File: src/rtl/comparator_seq_ctrl.sv
// comparator_seq_ctrl
//   Sequential magnitude comparator. Two MSB-bit operands are latched on
//   acceptance and compared CHUNK bits per cycle, starting at the most
//   significant slice and stopping at the first slice that differs.
//
//   Parameters:
//     MSB    operand width in bits
//     CHUNK  slice width compared per cycle (must divide MSB)
//
//   Ports:
//     clk, rst_n               clock, asynchronous active-low reset
//     start_valid/start_ready  request handshake; a/b sampled on acceptance
//     a, b                     operands
//     res_valid/res_ready      result handshake
//     greater, less, equal     registered result flags
//     busy                     high whenever not idle
//
//   Build option:
//     COMPARATOR_SEQ_SIGNED_EN  operands are two's complement; the top slice
//                               is compared signed, lower slices unsigned.
module comparator_seq_ctrl #(
    parameter int unsigned MSB   = 256,
    parameter int unsigned CHUNK = 32
) (
    input  logic           clk,
    input  logic           rst_n,
    input  logic           start_valid,
    output logic           start_ready,
    input  logic [MSB-1:0] a,
    input  logic [MSB-1:0] b,
    output logic           res_valid,
    input  logic           res_ready,
    output logic           greater,
    output logic           less,
    output logic           equal,
    output logic           busy
);

    localparam int unsigned N    = MSB / CHUNK;
    localparam int unsigned IDXW = (N > 1) ? $clog2(N) : 1;
    localparam logic [IDXW-1:0] IDX_TOP = IDXW'(N - 1);

    typedef enum logic [1:0] {IDLE, CMP, DONE} state_t;

    state_t          state_q, state_d;
    logic [MSB-1:0]  a_q, a_d;
    logic [MSB-1:0]  b_q, b_d;
    logic [IDXW-1:0] idx_q, idx_d;
    logic            greater_q, greater_d;
    logic            less_q, less_d;
    logic            equal_q, equal_d;
    logic            start_ready_q, start_ready_d;
    logic            res_valid_q, res_valid_d;
    logic            busy_q, busy_d;

    logic [CHUNK-1:0] slice_a, slice_b;
    logic             slice_gt, slice_lt;

    always_comb begin
        slice_a = a_q[idx_q*CHUNK +: CHUNK];
        slice_b = b_q[idx_q*CHUNK +: CHUNK];
`ifdef COMPARATOR_SEQ_SIGNED_EN
        // Only the top slice carries the sign bit.
        if (idx_q == IDX_TOP) begin
            slice_gt = $signed(slice_a) > $signed(slice_b);
            slice_lt = $signed(slice_a) < $signed(slice_b);
        end else begin
            slice_gt = slice_a > slice_b;
            slice_lt = slice_a < slice_b;
        end
`else
        slice_gt = slice_a > slice_b;
        slice_lt = slice_a < slice_b;
`endif
    end

    always_comb begin
        state_d   = state_q;
        a_d       = a_q;
        b_d       = b_q;
        idx_d     = idx_q;
        greater_d = greater_q;
        less_d    = less_q;
        equal_d   = equal_q;

        case (state_q)
            IDLE: begin
                if (start_valid) begin
                    a_d       = a;
                    b_d       = b;
                    idx_d     = IDX_TOP;
                    greater_d = 1'b0;
                    less_d    = 1'b0;
                    equal_d   = 1'b0;
                    state_d   = CMP;
                end
            end
            CMP: begin
                if (slice_gt) begin
                    greater_d = 1'b1;
                    state_d   = DONE;
                end else if (slice_lt) begin
                    less_d  = 1'b1;
                    state_d = DONE;
                end else if (idx_q == '0) begin
                    equal_d = 1'b1;
                    state_d = DONE;
                end else begin
                    idx_d = idx_q - IDXW'(1);
                end
            end
            DONE: begin
                if (res_ready) begin
                    state_d = IDLE;
                end
            end
            default: state_d = IDLE;
        endcase

        // Handshake outputs are registered from the next state so they
        // change together with the state register.
        start_ready_d = (state_d == IDLE);
        res_valid_d   = (state_d == DONE);
        busy_d        = (state_d != IDLE);
    end

    always_ff @(posedge clk or negedge rst_n) begin
        if (!rst_n) begin
            state_q       <= IDLE;
            a_q           <= '0;
            b_q           <= '0;
            idx_q         <= '0;
            greater_q     <= 1'b0;
            less_q        <= 1'b0;
            equal_q       <= 1'b0;
            start_ready_q <= 1'b1;
            res_valid_q   <= 1'b0;
            busy_q        <= 1'b0;
        end else begin
            state_q       <= state_d;
            a_q           <= a_d;
            b_q           <= b_d;
            idx_q         <= idx_d;
            greater_q     <= greater_d;
            less_q        <= less_d;
            equal_q       <= equal_d;
            start_ready_q <= start_ready_d;
            res_valid_q   <= res_valid_d;
            busy_q        <= busy_d;
        end
    end

    assign start_ready = start_ready_q;
    assign res_valid   = res_valid_q;
    assign greater     = greater_q;
    assign less        = less_q;
    assign equal       = equal_q;
    assign busy        = busy_q;

endmodule

File: config.mk
export PLATFORM = sky130hd
export DESIGN_NAME = comparator_seq_ctrl
export DESIGN_NICKNAME = d
export VERILOG_FILES = /design/src/rtl/comparator_seq_ctrl.sv
export SDC_FILE = /design/constraint.sdc
export NUM_CORES = 1
export LEC_CHECK = 0
export CORE_MARGIN = 1
export CORE_UTILIZATION = 55
export DETAILED_ROUTE_END_ITERATION = 6
export PLACE_DENSITY = 0.92
export SETUP_SLACK_MARGIN = 0.02
export SYNTH_ARGS = -nofsm -noshare
export SYNTH_HDL_FRONTEND = slang
export SYNTH_SLANG_ARGS = --single-unit
File: constraint.sdc
create_clock -name clk -period 8.9 [get_ports clk]
set_input_delay 2.67 -clock clk [delete_from_list [all_inputs] [get_ports clk]]
set_output_delay 2.67 -clock clk [all_outputs]
set_load 0.1 [all_outputs]
==> impl_metrics.ini <==
[routing]
dr.pass1.iters = 6
vias = 20670
drt_iter0_drc = 2740
antenna_left = 0
wl_um = 76360
drc = 0
drt-wirelength-per-cell_um = 21.27
via_per_inst = 5.757

[hold_path]
min_path_type = reg -> reg
whs_path_depth = 2
min_to = a_q[120]
min_from = a_q[120]

[timing]
worst_slew_pin_slew_ps = 1298
period_needed_ps = 5053
maxSlewViolCount = 0
setup_viol = 0
slew_headroom_pct = 13.48
tns_ps = 0
rsz0062_at_grt = false
fmax_mhz = 197.9
hold_viol = 0
finClkSkew_ps = 20.46
min_period_over_period_pct = 56.78

[synth]
avgSynthCellArea_um2 = 9.540
yosysMostFrequentCell = nand2_1
ys_async_sr_fraction_pct = 100.0
ys_ff_latch = 523
syn_inst = 2520
synth_area_um2 = 24040
yosysTopAreaCellShare_pct = 54.33
yosys-top-cells-count = 1550 x nand2_1, 522 x dfrtp_1, 128 x mux4_2
yosys_warnings = 0
synth-edff-count = 0
synth-main-ff-cell = dfrtp_1
yosysUniqueCellTypes = 41
syn-num-nets = 3070
seq_area_frac_synth_pct = 54.44
synth_top_area_cell = dfrtp_1
synth.area.top_cells = dfrtp_1 54%, nand2_1 24%, mux4_2 12%

[power_and_ir_drop]
seqPwrFrac_pct = 42.4
power.share.combinational_pct = 34.0
intPower_mw = 6.292
netSwitchingFraction_pct = 36.18
cellLeakagePower_nw = 15.88
clock_power_share_pct = 23.5
p_sw_mw = 3.567
ir_drop_v = 0.0002135
power_density_nw_per_um2 = 314.5

[global_route]
grt_pass1_wl_um = 115700
grtUsageTotal_pct = 34.34
grt_max_degree = 241
grt_pass1_vias = 20930
grt_overflow = 0
antenna_found_initial = 15

[worst_setup_path]
reg2regPathDepth = 10
rrSetupSlack_ps = 4270
path_max_fanout = 240
cp-start-kind = input pin
r2r_start = idx_q[0]
cp_data_arrival_time_ps = 5590
r2r_end = idx_q[0]
cp-end-kind = flip-flop
criticalPathCategory = in -> reg
critPathRequiredTime_ps = 9440

[outcome]
status = finished, final reports clean

[clock_tree]
cts.sinks = 523
htree_levels = 2
hold_buffers = 0
cts_root_buf = clkbuf_16
ctsResizeCount = 0
clk_transition_reported_paths_ps = 60
post_cts_buffers = 0
numCtsBuffers = 54
cts_tree = yes
ctsLongestPathBuffers = 3
clock_latency_ps = 610

[floorplanning]
fp.dieH_um = 211.1
start_util_pct = 55.81
num_io_pins = 522
rows = 76
dieWidth_um = 211.1
die_area_um2 = 44550
core-area_um2 = 43080

[cells_and_area]
fin_util_pct = 72.77
drive_gt1_share_pct = 9.100
final_nets = 3509
area_delta_synth_final_pct = 30.38

[place]
port_buffers = 521
gp_congestion = 0.8577
hpwl_um = 50360

[flow_run]
maxCapViolCount = 0
## worst max-delay path, stage by stage
cell and delay, ps:
clkdlybuf4s50_1 560, and2_4 870, buf_12 550, nand2_1 250, nand2_1 120
## final cells by class
type | instances | area [µm²]
clock buffer | 84 | 1678
tap | 585 | 732.0
fill | 2659 | 11730
timing repair buffer | 533 | 5398
antenna | 5 | 12.51
inverter | 5 | 18.77
multi-input combinational | 1842 | 10280
sequential | 523 | 13100
clock inverter | 13 | 122.6
## cell families (layout without fill, tap and decap cells)
family / after synthesis / count (layout) / synth area share, %
AND/OR/NAND/NOR: 1576 / 1576 / 25.04
flip-flops: 523 / 523 / 54.44
multiplexers: 194 / 194 / 14.91
buffers and inverters: 155 / 635 / 2.821
AO/OA/AOI/OAI: 38 / 38 / 1.025
adder cells (fa/ha/maj): 34 / 34 / 1.769
other: 0 / 5 / 0
## sequential cells by signal, indices dropped and copies added, names as in the netlist
signal and count:
busy 1, a_q 256, less 1, start_ready 1, b_q 256, state_q 2
equal 1, idx_q 3, res_valid 1, greater 1
## power by group through the flow
| stage | clock (mW) | combinational, mW | sequential [mW] |
|---|---|---|---|
| 2_1_floorplan | 0 | 2.25 | 4.00 |
| 3_3_place_gp | 0 | 3.07 | 4.04 |
| 3_5_place_dp | 0 | 3.26 | 4.16 |
| 4_1_cts | 2.33 | 3.34 | 4.16 |
| 5_1_grt | 2.42 | 3.69 | 4.29 |
| 6_report | 2.32 | 3.35 | 4.18 |
## layout by cell type (no fill, tap or decap), drive strengths merged
master         instances
o21ai                  7
and2b                  1
dfrtp                522
and3                   3
bufinv                 2
ha                    34
inv                    5
a211oi                 1
dfstp                  1
o2111ai                2
clkinv                11
and2                   1
o311ai                 1
mux2i                 34
clkdlybuf4s50        520
mux2                  32
a221oi                 1
a22o                   1
o21a                   2
nand4                  6
a21o                   2
mux4                 128
nor3                   1
nand2b                 1
o211a                  2
nor2                   8
diode                  5
clkbuf                84
a21oi                 16
buf                   13
a211o                  1
nand3                  2
nand2               1550
or3                    1
nor4                   2
o31ai                  2
## metrics by stage
step	instances	power, mW	area (µm²)	setup slack [ps]	hold slack (ps)
after floorplan	2520	6.259	24040	5234	440.3
after global placement	3488	7.111	29530	3657	451.6
after detailed placement	3488	7.419	29530	3495	457.0
after CTS	3585	9.826	31330	3924	472.7
after global routing	3587	10.40	31340	3851	478.9
final	3590	9.859	31350	3847	469.9
## routing by layer
layer / wire (µm) / share of wire [%] / global-route usage, % / vias to the layer above
li1: - / - / - / 8941
met1: 28350 / 37 / 44.45 / 10080
met2: 36040 / 47 / 54.64 / 1338
met3: 8035 / 11 / 8.222 / 293
met4: 3854 / 5.0 / 16.77 / 16
met5: 88 / 0.12 / 0 / -
## how the worst max path moves through the flow
stage / from / end / slack (ps) / cells after the start
after global routing: start_valid / b_q[120] / 3850 / 5
after detailed placement: start_valid / a_q[79] / 3500 / 5
final: start_valid / a_q[210] / 3850 / 5
after CTS: start_ready / start_ready / 3920 / 1
after global placement: start_valid / a_q[91] / 3660 / 5
after floorplan: start_valid / b_q[177] / 5230 / 6
(Power assumes the default switching activity.)
